--- config.mk ---
export PLATFORM = sky130hd
export DESIGN_NAME = hazard_fwd_unit
export DESIGN_NICKNAME = d
export VERILOG_FILES = /design/src/rtl/hazard_fwd_unit.sv
export SDC_FILE = /design/constraint.sdc
export NUM_CORES = 1
export LEC_CHECK = 0
export CAP_MARGIN = 25
export CORE_MARGIN = 2
export CORE_UTILIZATION = 30
export CTS_CLUSTER_SIZE = 16
export DETAILED_ROUTE_END_ITERATION = 6
export PLACE_DENSITY = 0.78
export SLEW_MARGIN = 20
export SYNTH_ARGS = -nofsm -noshare
export SYNTH_HDL_FRONTEND = slang
export SYNTH_SLANG_ARGS = --single-unit
--- constraint.sdc ---
create_clock -name clk -period 4.1 [get_ports clk]
set_input_delay 0.41 -clock clk [delete_from_list [all_inputs] [get_ports clk]]
set_output_delay 0.41 -clock clk [all_outputs]
set_load 0.02 [all_outputs]
--- src/rtl/hazard_fwd_unit.sv ---
// ---------------------------------------------------------------------------------------------
// hazard_fwd_unit
//
// Hazard and forwarding control for a 5-stage (F/D/E/M/W) pipeline.
//
// In D, each source operand is compared against the destinations of the instructions in E, M
// and W. The result is the forwarding select that the operand will need once it reaches E. That
// select is registered into Forward_E, so the E-stage operand muxes see a flop output rather than
// a comparator chain.
//
// The unit also owns the pipeline control:
//   - Load-use stall. The consumer is held in D and bubbles are inserted into E for exactly
//     LOAD_LAT cycles. The first bubble is raised combinationally from IDLE. A down-counter in
//     STALL supplies the remaining LOAD_LAT-1 bubbles.
//   - Branch flush. A taken branch/jump resolved in E flushes D and E. It wins over a load-use
//     hazard in the same cycle and aborts a stall in progress.
//
// Parameters:
//   REG_AW    register address width; address 0 is the hardwired zero register
//   NUM_SRC   source operands per instruction (2 or 3)
//   LOAD_LAT  bubbles per load-use hazard (1..7)
//
// Ports:
//   clk        pipeline clock, rising edge
//   rst        synchronous active-high reset
//   Rs_D       D-stage source addresses; operand i at [i*REG_AW +: REG_AW]
//   RsUsed_D   per-operand "source actually read" flag
//   RD_E       E-stage destination;  RegWriteE / MemReadE qualify it
//   RD_M       M-stage destination;  RegWriteM qualifies it
//   RD_W       W-stage destination;  RegWriteW qualifies it
//   PCSrcE     taken branch/jump resolved in E
//   Forward_E  registered selects, 2 bits per operand:
//              00 regfile, 10 ALUResultM, 01 ResultW, 11 ResultW_q
//   StallF     hold PC
//   StallD     hold IF/ID register
//   FlushD     clear IF/ID register
//   FlushE     insert bubble into ID/EX register
//   StallCnt   cycles with StallD=1     (only when HAZ_PERF_CNT_EN is defined, else 0)
//   FlushCnt   cycles with PCSrcE=1     (only when HAZ_PERF_CNT_EN is defined, else 0)
//
// Build option:
//   HAZ_PERF_CNT_EN  define to build the two 32-bit wrapping performance counters. When it is
//                    undefined both counter outputs are tied to 0 and no counter flops exist.
// ---------------------------------------------------------------------------------------------

module hazard_fwd_unit #(
    parameter int unsigned REG_AW   = 5,
    parameter int unsigned NUM_SRC  = 2,
    parameter int unsigned LOAD_LAT = 1
) (
    input  logic                      clk,
    input  logic                      rst,

    input  logic [NUM_SRC*REG_AW-1:0] Rs_D,
    input  logic [NUM_SRC-1:0]        RsUsed_D,

    input  logic [REG_AW-1:0]         RD_E,
    input  logic                      RegWriteE,
    input  logic                      MemReadE,
    input  logic [REG_AW-1:0]         RD_M,
    input  logic                      RegWriteM,
    input  logic [REG_AW-1:0]         RD_W,
    input  logic                      RegWriteW,

    input  logic                      PCSrcE,

    output logic [2*NUM_SRC-1:0]      Forward_E,
    output logic                      StallF,
    output logic                      StallD,
    output logic                      FlushD,
    output logic                      FlushE,
    output logic [31:0]               StallCnt,
    output logic [31:0]               FlushCnt
);

    // -----------------------------------------------------------------------------------------
    // Forwarding select encodings.
    // The names describe what the operand mux picks in E. A producer that is in E while the
    // consumer is in D will be in M (ALUResultM) when the consumer reaches E, and so on.
    // -----------------------------------------------------------------------------------------
    localparam logic [1:0] FwdRegfile = 2'b00;
    localparam logic [1:0] FwdAluM    = 2'b10;  // producer currently in E
    localparam logic [1:0] FwdResW    = 2'b01;  // producer currently in M
    localparam logic [1:0] FwdResWq   = 2'b11;  // producer currently in W, held one cycle

    // LOAD_LAT is at most 7, so 3 bits hold LOAD_LAT-1.
    localparam int unsigned CntW = 3;

    typedef enum logic [0:0] {
        StIdle,
        StStall
    } state_e;

    // -----------------------------------------------------------------------------------------
    // Per-operand destination matching and next-select priority (E > M > W).
    // -----------------------------------------------------------------------------------------
    logic [NUM_SRC-1:0]   match_e;
    logic [NUM_SRC-1:0]   match_m;
    logic [NUM_SRC-1:0]   match_w;
    logic [2*NUM_SRC-1:0] fwd_d;
    logic [2*NUM_SRC-1:0] fwd_q;

    for (genvar i = 0; i < NUM_SRC; i++) begin : g_src
        logic [REG_AW-1:0] rs;

        assign rs = Rs_D[i*REG_AW +: REG_AW];

        // A destination of x0 never matches, so x0 reads always come from the regfile.
        assign match_e[i] = RegWriteE && (RD_E != '0) && (RD_E == rs) && RsUsed_D[i];
        assign match_m[i] = RegWriteM && (RD_M != '0) && (RD_M == rs) && RsUsed_D[i];
        assign match_w[i] = RegWriteW && (RD_W != '0) && (RD_W == rs) && RsUsed_D[i];

        assign fwd_d[2*i +: 2] = match_e[i] ? FwdAluM  :
                                 match_m[i] ? FwdResW  :
                                 match_w[i] ? FwdResWq :
                                              FwdRegfile;
    end

    // Any single operand that needs a load still in E stalls the whole instruction.
    logic load_use;
    assign load_use = MemReadE && (|match_e);

    // -----------------------------------------------------------------------------------------
    // Stall / flush FSM.
    // -----------------------------------------------------------------------------------------
    state_e            state_q;
    state_e            state_d;
    logic [CntW-1:0]   cnt_q;
    logic [CntW-1:0]   cnt_d;

    always_ff @(posedge clk) begin
        if (rst) begin
            state_q <= StIdle;
            cnt_q   <= '0;
        end else begin
            state_q <= state_d;
            cnt_q   <= cnt_d;
        end
    end

    always_comb begin
        state_d = state_q;
        cnt_d   = cnt_q;
        StallF  = 1'b0;
        StallD  = 1'b0;
        FlushD  = 1'b0;
        FlushE  = 1'b0;

        if (PCSrcE) begin
            // The instructions in F and D are on the wrong path. Any stall for the one in D is
            // moot, so the FSM drops back to IDLE.
            FlushD  = 1'b1;
            FlushE  = 1'b1;
            state_d = StIdle;
            cnt_d   = '0;
        end else begin
            unique case (state_q)
                StIdle: begin
                    if (load_use) begin
                        // The first bubble comes straight from IDLE. The counter then holds the
                        // number of bubbles still owed.
                        StallF = 1'b1;
                        StallD = 1'b1;
                        FlushE = 1'b1;
                        if (LOAD_LAT > 1) begin
                            state_d = StStall;
                            cnt_d   = CntW'(LOAD_LAT - 1);
                        end
                    end
                end

                StStall: begin
                    // E only holds bubbles while stalling, so there is no new hazard check here.
                    StallF = 1'b1;
                    StallD = 1'b1;
                    FlushE = 1'b1;
                    cnt_d  = cnt_q - 1'b1;
                    if (cnt_d == '0) begin
                        state_d = StIdle;
                    end
                end

                default: begin
                    state_d = StIdle;
                    cnt_d   = '0;
                end
            endcase
        end
    end

    // -----------------------------------------------------------------------------------------
    // Forward_E register. A bubble entering E must never forward, so FlushE clears the select.
    // -----------------------------------------------------------------------------------------
    always_ff @(posedge clk) begin
        if (rst) begin
            fwd_q <= '0;
        end else if (FlushE) begin
            fwd_q <= '0;
        end else begin
            fwd_q <= fwd_d;
        end
    end

    assign Forward_E = fwd_q;

    // -----------------------------------------------------------------------------------------
    // Performance counters.
    // -----------------------------------------------------------------------------------------
`ifdef HAZ_PERF_CNT_EN
    logic [31:0] stall_cnt_q;
    logic [31:0] flush_cnt_q;

    // Both counters wrap naturally at 2^32.
    always_ff @(posedge clk) begin
        if (rst) begin
            stall_cnt_q <= '0;
            flush_cnt_q <= '0;
        end else begin
            if (StallD) begin
                stall_cnt_q <= stall_cnt_q + 32'd1;
            end
            if (PCSrcE) begin
                flush_cnt_q <= flush_cnt_q + 32'd1;
            end
        end
    end

    assign StallCnt = stall_cnt_q;
    assign FlushCnt = flush_cnt_q;
`else
    assign StallCnt = '0;
    assign FlushCnt = '0;
`endif

endmodule
# Yosys cells after proc, flatten, opt, wreduce, memory -nomap -nowiden
# Index checks and enable logic that the tools add are counted.
# word_totals
ff_bits,8
output_inout_bits,72
elab_cells,51
inputBits,34
# op_classes
eq_ne,6
bitwise_logic,1
addsub,1
muxes,12
n_reduce_logical,26
# op_table
op,count
$eq 5x5->1,6
$logic_and 1x1->1,16
$reduce_bool 5->1,3
$mux 2,6
$reduce_or 3->1,3
$reduce_or 2->1,3
$mux 1,5
$logic_not 3->1,1
$sub 3x1->3 const B,1
$pmux 1 s2,1
$not 1->1,1

# Longest topological paths before layout
# Gate-level depths: netlist (run 1).
# depth
ltp_word,10
mapped_depth,6
ltp_nobuf,5

# Worst setup path before layout (run 1)
# No wires, ideal clock.
# synth_timing
kind,input to output
startpoint,in RD_E[1]
endpoint,out StallF
n_path_buf,1
path_stages,6
t_arrival_ps,1653
path_slack_ps,2037
t_required_ps,3690
cell_sequence,or4_1 > o21a_1 > nand2_2 > a21oi_2 > o21ba_2 > buf_4
# synth_between
elab_chain_len,9
# synth_lines
item,line_no,text
"start, declared",57,"input logic [REG_AW-1:0] RD_E,"
$reduce_bool 5->1,109,assign match_e[i] = RegWriteE && (RD_E != '0) && (RD_E == rs) && RsUsed_D[i];
$logic_and 1x1->1 (3 in a row),109,
$reduce_or 2->1 (*),121,assign load_use = MemReadE && (|match_e);
$logic_and 1x1->1 (*),121,
$mux 1 (*),-,
$pmux 1 s2 (*),-,
$mux 1 (*),-,
"end, declared",68,"output logic StallF,"
# Every way passes the cells marked *; elsewhere a longest branch is shown, timed or not.

# Final worst setup path (run 1)
# layout_timing
startpoint,in Rs_D[6]
endpoint,out StallF
# layout_between
elab_chain_len,8
# layout_lines
item,line_no,text
"start, declared",54,"input logic [NUM_SRC*REG_AW-1:0] Rs_D,"
$eq 5x5->1,109,
$logic_and 1x1->1 (2 in a row),109,
$reduce_or 2->1,121,
$logic_and 1x1->1,121,
$mux 1,159,if (load_use) begin
$pmux 1 s2,157,unique case (state_q)
$mux 1,149,if (PCSrcE) begin
# No other way between the ends.

==> results_dict.tcl, run 1 <==
set metrics [dict create \
    status "finished clean" \
    ff2ff_setup_slack_ns 2.77 \
    postCtsSetupBuffers 0 \
    grt_overflow 0 \
    synthAdderAreaFrac_pct 1.99 \
    crit_top_cell "clkdlybuf4s50_1" \
    cts-htree-levels 1 \
    drtIter0Drc 17 \
    start_util_pct 31.2 \
    clock_sinks 8 \
    port_buffers 41 \
    ys_warn_count 0 \
    die_width_um 68.7 \
    firstDrtPassIters 4 \
    synthToLayoutAreaGrowth_pct 20.0 \
    grt_max_degree 9 \
    start_kind "primary input" \
    ioPinCount 106 \
    crit_arrival_ns 2.77 \
    hold_path_end "cnt_q[1]" \
    final_cells 245 \
    netlist_area_um2 1260 \
    core_area_um2 4030 \
    cap_viol_max_count 0 \
    synth_compound_area_share_pct 5.28 \
    r2r-end "state_q" \
    die_y_um 68.7 \
    cts_tree "built" \
    setup-tns-final_ns 0 \
    synth_mux_area_share_pct 0 \
    grt_util_all_layers_pct 10.1 \
    path_clk_slew_ns 0.04 \
    crit_type "primary input to output pin" \
    hold_path_class "flip-flop to flip-flop" \
    vias_per_cell 3.91 \
    num_vias 959 \
    postCtsHoldBufs 0 \
    gp_congestion 0.843 \
    drtAntennaViolNets 0 \
    yosys-top-cells-area "buf_4 (39%), dfxtp_1 (13%), xor2_1 (12%)" \
    place_inst 242 \
    cts_max_path_buffers 2 \
    min_period_ns 3.18 \
    yosysTopAreaCell "buf_4" \
    seq_area_frac_synth_pct 12.7 \
    r2r-start "cnt_q[0]" \
    slowest_delay_ns 0.60 \
    ys_types 26 \
    timing.fmax_ghz 0.315 \
    yosys.area.top_type_share_pct 39.4 \
    syn_inst 155 \
    final_nets 233 \
    synth_top_family_by_area "buffers and inverters" \
    numCtsBuffers 3 \
    path_cells "clkdlybuf4s50_1 > xor2_1 > nor4_1 > nand3_1 > a21oi_2 > o21ba_2 > clkdlybuf4s50_1" \
    crit_path_end_kind "output pin" \
    crit_slowest_cell "clkdlybuf4s50_1" \
    antenna_found_initial 0 \
    synth.avg_cell_area_um2 8.10 \
    hold_depth 2 \
    grt_pass1_wl_um 3530 \
    p_total_uw 311 \
    die-area_um2 4720 \
    setup_viol 0 \
    reg2reg_depth 4 \
    synthSimpleGateAreaFrac_pct 16.0 \
    fillers 433 \
    clk_latency_ns 0.23 \
    num_antenna_cells 0 \
    ys_seq_elements 8 \
    cellPowerDensity_nw_per_um2 206 \
    finalCritPeriodShare_pct 77.5 \
    root_buffer "clkbuf_8" \
    cts_resized 0 \
    whs_ns 0.489 \
    post-dp-hpwl_um 2210 \
    synth-xor-area-share_pct 23.0 \
    cpLargestDelayFamily "buffers and inverters" \
    first_global_vias 822 \
    drive_above_1_share_pct 4.10 \
    leakage_nw 0.615 \
    drv_slew 0 \
    drc_errors 0 \
    routedWlPerCell_um 10.0 \
    worstPathRequired_ns 3.69 \
    wl_um 2460 \
    num_rows 23 \
    critical_path_buf_inv_count 2 \
    hold_path_startpoint "cnt_q[1]" \
    finalClockSkew_ns 0.00250 \
    rsz0062_at_grt "false" \
    vdd_drop_max_mv 0.0449 \
    critPathMaxFanout 6 \
    hold_violations 0 \
]
## layout make-up
class | instances | area [um^2] | share of cell area [%]
sequential | 8 | 160 | 10.6
tap | 50 | 62.6 | 4.15
multi-input combinational | 140 | 822 | 54.5
clock buffer | 3 | 41.3 | 2.74
inverter | 3 | 11.3 | 0.747
timing repair buffer | 41 | 410 | 27.2
## how the worst max path moves through the flow
stage             from  endpoint  depth (start not counted)
2_1_floorplan  RD_E[1]    StallF                          6
3_3_place_gp   Rs_D[6]    StallD                          7
3_5_place_dp   Rs_D[6]    StallF                          7
4_1_cts        Rs_D[6]    StallF                          7
5_1_grt        Rs_D[6]    StallF                          7
6_report       Rs_D[6]    StallF                          7
## flip-flops by register name, summed over array words and instances, names as in the netlist
name / flops
Forward_E: 4
cnt_q: 3
state_q: 1
## kinds of logic after synthesis
| group | Yosys count |
|---|---|
| AO/OA/AOI/OAI | 9 |
| XOR/XNOR | 33 |
| adder cells (fa/ha/maj) | 2 |
| buffers and inverters | 70 |
| flip-flops | 8 |
| other | 1 |
| AND/OR/NAND/NOR | 32 |
## through the flow
stage / util, % / area [um^2] / worst slack, ns
floorplan: - / 1490 / 2.04
global placement: 36.4 / 1470 / 0.991
detailed placement: 36.4 / 1470 / 0.930
CTS: 37.4 / 1510 / 0.924
global route: 37.4 / 1510 / 0.754
finish: 37.4 / 1510 / 0.922
## cell usage after synthesis
master,instances
o21ba_2,1
nand2_1,3
xnor2_1,16
nor4_1,4
inv_1,3
a21oi_2,1
o21ai_0,1
a21oi_1,2
nor4_2,2
dfxtp_1,8
clkbuf_1,1
nand4_1,4
or4_1,3
nand2_2,1
ha_1,2
buf_4,66
conb_1,1
xor2_1,17
a2111oi_0,2
or3_1,2
and4_1,2
nor2b_1,2
nand3_1,2
o21a_1,2
nor3_1,6
nor2_1,1
## report_power, final
group	internal (mW)	switching [mW]
Sequential	0.0784	0.0000501
Combinational	0.0493	0.0867
Clock	0.0637	0.0329
Total	0.191	0.120
## tightest hold or removal path: stages (launching register included)
cell and delay [ns]:
dfxtp_1 0.30, nor2_1 0.07, a2111oi_0 0.06
## layout by cell type, fill, tap and decap left out, drive strengths merged, types with 3 or more instances in the layout
| cell type | instances |
|---|---|
| xor2 | 17 |
| clkbuf | 3 |
| a21oi | 3 |
| nand4 | 4 |
| dfxtp | 8 |
| nand2 | 4 |
| or4 | 3 |
| inv | 3 |
| conb | 64 |
| nor3 | 6 |
| clkdlybuf4s50 | 41 |
| nor4 | 6 |
| xnor2 | 16 |
## layer usage
layer  part of all wire [%]  up-vias  wire [um]  track usage [%]
met1                     34      428        835             9.92
met4                    1.6        0         40             5.15
li1                       -      470          -                -
met3                     12        5        283             2.44
met5                      0        -          0                0
met2                     53       56       1300             19.2
(Power assumes the default switching activity.)
==> inputs of run 2 (changes only) <==
==> constraint.sdc (replaced) <==
create_clock -name clk -period 3.26 [get_ports clk]
set_input_delay 0.326 -clock clk [delete_from_list [all_inputs] [get_ports clk]]
set_output_delay 0.326 -clock clk [all_outputs]
set_load 0.02 [all_outputs]
==> results_dict.tcl, run 2 (synthesis results as in run 1) <==
set metrics [dict create \
    vdd_drop_max_mv 0.0690 \
    cts_tree "built" \
    hold_depth 2 \
    root_buffer "clkbuf_8" \
    critPathMaxFanout 6 \
    hold_violations 0 \
    p_sw_uw 146 \
    ioPinCount 106 \
    firstDrtPassIters 3 \
    num_vias 942 \
    finalClockSkew_ns 0.00129 \
    clock_sinks 8 \
    num_rows 23 \
    min_period_ns 3.01 \
    status "finished clean" \
    vias_per_cell 3.84 \
    hold_path_end "cnt_q[1]" \
    wl_um 2420 \
    fillers 419 \
    drv_slew 0 \
    port_buffers 41 \
    setup_viol 0 \
    postCtsHoldBufs 0 \
    grt_util_all_layers_pct 10.2 \
    r2r-end "state_q" \
    r2r-start "cnt_q[0]" \
    layout_common_cells "conb_1 (64), clkdlybuf4s50_1 (41), xor2_1 (17), xnor2_1 (16), dfxtp_1 (8)" \
    clk_latency_ns 0.23 \
    worstPathRequired_ns 2.93 \
    cts_resized 0 \
    top_usage_layer "met2" \
    met3_usage_pct 2.11 \
    slowest_delay_ns 0.60 \
    cpLargestDelayFamily "buffers and inverters" \
    antenna_found_initial 0 \
    met1_usage_pct 11.4 \
    crit_top_cell "clkdlybuf4s50_1" \
    drtIter0Drc 13 \
    postCtsSetupBuffers 0 \
    hold_path_startpoint "cnt_q[1]" \
    ff2ff_setup_slack_ns 1.96 \
    routedWlPerCell_um 9.86 \
    path_cells "clkdlybuf4s50_1 > xor2_1 > nor4_1 > nand3_1 > a21oi_2 > o21ba_2 > clkdlybuf4s50_1" \
    finalCritPeriodShare_pct 92.4 \
    crit_arrival_ns 2.69 \
    start_util_pct 31.2 \
    grt_overflow 0 \
    power_frac_clock_pct 30.2 \
    crit_type "primary input to output pin" \
    grt_pass1_wl_um 3530 \
    largest_reg_flops 4 \
    crit_path_end_kind "output pin" \
    num_antenna_cells 0 \
    gp_congestion 0.837 \
    setup-tns-final_ns 0 \
    pwr-share-seq_pct 25.5 \
    drtAntennaViolNets 0 \
    cap_viol_max_count 0 \
    first_global_vias 794 \
    cts-htree-levels 1 \
    core_area_um2 4030 \
    grt_max_degree 9 \
    internal-power_uw 240 \
    rsz0062_at_grt "false" \
    cellPowerDensity_nw_per_um2 256 \
    critical_path_buf_inv_count 2 \
    final_nets 233 \
    final_area_um2 1510 \
    drc_errors 0 \
    path_clk_slew_ns 0.04 \
    die_width_um 68.7 \
    p_sw_share_pct 37.8 \
    cts_max_path_buffers 2 \
    timing.fmax_ghz 0.332 \
    synthToLayoutAreaGrowth_pct 20.0 \
    reg2reg_depth 4 \
    layout_commonest_cell "conb_1" \
    die_y_um 68.7 \
    p_comb_share_pct 44.3 \
    post-dp-hpwl_um 2180 \
    drive_above_1_share_pct 4.10 \
    numCtsBuffers 3 \
    placed_area_um2 1470 \
    use_met2_pct 18.0 \
    die-area_um2 4720 \
    leakage_nw 0.615 \
    crit_slowest_cell "clkdlybuf4s50_1" \
    hold_path_class "flip-flop to flip-flop" \
    start_kind "primary input" \
]
[run 2: cell counts in the layout (fill, tap and decap cells not counted)]
Identical to the previous run, type by type.
[run 2: final cells by class]
class / count / area (um^2) / area share [%]
multi-input combinational: 140 / 822 / 54.5
timing repair buffer: 41 / 410 / 27.2
sequential: 8 / 160 / 10.6
tap: 50 / 62.6 / 4.15
clock buffer: 3 / 41.3 / 2.74
inverter: 3 / 11.3 / 0.747
[run 2: worst reg2reg max path, stage by stage, from the launching register on]
cell       delay [ns]
dfxtp_1          0.36
inv_1            0.06
ha_1             0.21
xnor2_1          0.13
a2111oi_0        0.42
[run 2: worst max-delay path by stage]
| stage | from | end | depth (start not counted) |
|---|---|---|---|
| 2_1_floorplan | RD_E[1] | StallF | 6 |
| 3_3_place_gp | Rs_D[6] | StallD | 7 |
| 5_1_grt | Rs_D[6] | StallF | 7 |
| 3_5_place_dp | Rs_D[6] | StallF | 7 |
| 4_1_cts | Rs_D[6] | StallF | 7 |
| 6_report | Rs_D[6] | StallF | 7 |
[run 2: power by group through the flow]
stage                     clock network [mW]  registers [mW]  logic, mW
final                                  0.117          0.0987      0.171
after global routing                   0.128          0.0985      0.185
after global placement                     0           0.100      0.168
after floorplan                            0           0.101      0.164
after CTS                              0.120          0.0987      0.170
after detailed placement                   0           0.100      0.170
[run 2: metal layers]
layer / share of wire, % / vias to the layer above / wire (um)
met5: 0 / - / 0
met4: 1.8 / 0 / 44
met3: 10 / 5 / 246
met2: 50 / 56 / 1200
met1: 38 / 412 / 926
li1: - / 469 / -
[run 2: per-stage QoR]
stage          util, %  instances  hold slack [ns]  power (mW)  setup WS [ns]
4_1_cts           37.4        245            0.496       0.389          0.259
6_report          37.4        245            0.488       0.386          0.248
2_1_floorplan        -        218            0.403       0.265           1.36
3_3_place_gp      36.4        242            0.473       0.268          0.320
3_5_place_dp      36.4        242            0.491       0.270          0.263
5_1_grt           37.4        245            0.548       0.412          0.103
==> inputs of run 3 (changes only) <==
--- a/config.mk
+++ b/config.mk
@@ -6,7 +6,6 @@
 export NUM_CORES = 1
 export LEC_CHECK = 0
 export CAP_MARGIN = 25
-export CORE_MARGIN = 2
 export CORE_UTILIZATION = 30
 export CTS_CLUSTER_SIZE = 16
 export DETAILED_ROUTE_END_ITERATION = 6
==> results_dict.tcl, run 3 (synthesis results as in run 1) <==
set metrics [dict create \
    status "finished clean" \
    firstDrtPassIters 4 \
    slowest_delay_ns 0.61 \
    dp_slack_ns 0.227 \
    critPathMaxFanout 6 \
    finalClockSkew_ns 0.00349 \
    vdd_drop_max_mv 0.112 \
    first_global_vias 804 \
    largest_reg_flops 4 \
    drtAntennaViolNets 0 \
    cap_viol_max_count 0 \
    cellPowerDensity_nw_per_um2 255 \
    layout_commonest_cell "conb_1" \
    routedWlPerCell_um 9.74 \
    placed_area_um2 1470 \
    layout_common_cells "conb_1 (64), clkdlybuf4s50_1 (41), xor2_1 (17), xnor2_1 (16), dfxtp_1 (8)" \
    crit_type "primary input to output pin" \
    timing.fmax_ghz 0.331 \
    rsz0062_at_grt "false" \
    drtIter0Drc 15 \
    synthToLayoutAreaGrowth_pct 20.0 \
    final_area_um2 1510 \
    num_antenna_cells 0 \
    grt_overflow 0 \
    crit_arrival_ns 2.69 \
    cts_tree "built" \
    antenna_found_initial 0 \
    core_area_um2 4000 \
    die-area_um2 4450 \
    crit_path_end_kind "output pin" \
    ioPinCount 106 \
    root_buffer "clkbuf_8" \
    numCtsBuffers 3 \
    cpLargestDelayFamily "buffers and inverters" \
    grt_max_degree 9 \
    crit_slowest_cell "clkdlybuf4s50_1" \
    gp_congestion 0.790 \
    num_rows 23 \
    die_y_um 66.7 \
    leakage_nw 0.615 \
    cts-htree-levels 1 \
    clk_latency_ns 0.22 \
    drive_above_1_share_pct 4.10 \
    postCtsHoldBufs 0 \
    min_period_ns 3.02 \
    path_cells "clkdlybuf4s50_1 > xor2_1 > nor4_1 > nand3_1 > a21oi_2 > o21ba_2 > clkdlybuf4s50_1" \
    setup_slack_ns 0.241 \
    port_buffers 41 \
    post-dp-hpwl_um 2180 \
    whs_ns 0.484 \
    critical_path_buf_inv_count 2 \
    num_vias 952 \
    cts_max_path_buffers 2 \
    setup_viol 0 \
    wl_um 2390 \
    start_util_pct 31.4 \
    cts_resized 0 \
    postCtsSetupBuffers 0 \
    hold_path_class "flip-flop to flip-flop" \
    grt_util_all_layers_pct 10.1 \
    grt_pass1_wl_um 3410 \
    die_width_um 66.7 \
    worstPathRequired_ns 2.93 \
    clock_sinks 8 \
    drc_errors 0 \
    setup-tns-final_ns 0 \
    vias_per_cell 3.89 \
    path_clk_slew_ns 0.04 \
    start_kind "primary input" \
    drv_slew 0 \
    final_nets 233 \
    finalCritPeriodShare_pct 92.6 \
    postLayoutCoreUtil_pct 37.7 \
    hold_violations 0 \
    crit_top_cell "clkdlybuf4s50_1" \
]
==> run 3: metal layers <==
layer,part of all wire [%],track usage (%)
met1,36,10.2
met2,53,20.3
met3,11,1.88
met4,0.71,3.46
met5,0,0
==> run 3: through the flow <==
| step | total power, mW | cells |
|---|---|---|
| 6_report | 0.384 | 245 |
| 4_1_cts | 0.387 | 245 |
| 2_1_floorplan | 0.265 | 218 |
| 3_3_place_gp | 0.269 | 242 |
| 5_1_grt | 0.404 | 245 |
| 3_5_place_dp | 0.271 | 242 |
==> run 3: where the power goes <==
part | switching [mW] | internal [mW]
clock network | 0.0341 | 0.0795
registers | 0.0000589 | 0.0987
logic | 0.109 | 0.0620
==> run 3: cell type report <==
| class | count | area (um^2) |
|---|---|---|
| fill | 442 | 2490 |
| multi-input combinational | 140 | 822 |
| timing repair buffer | 41 | 410 |
| sequential | 8 | 160 |
| tap | 50 | 62.6 |
| clock buffer | 3 | 41.3 |
| inverter | 3 | 11.3 |
==> run 3: worst paths after layout <==
| kind | start | to | slack, ns | cells past startpoint |
|---|---|---|---|---|
| setup / recovery | Rs_D[1] | StallD | 0.24 | 7 |
| hold / removal | cnt_q[1] | cnt_q[1] | 0.48 | 2 |
| setup reg to reg | cnt_q[0] | state_q | 1.98 | 4 |
| hold reg to reg | cnt_q[1] | cnt_q[1] | 0.48 | 2 |
==> run 3: worst register-to-register path, cell delays in order (launching register included) <==
cell       delay [ns]
dfxtp_1          0.36
inv_1            0.06
ha_1             0.21
xnor2_1          0.13
a2111oi_0        0.40
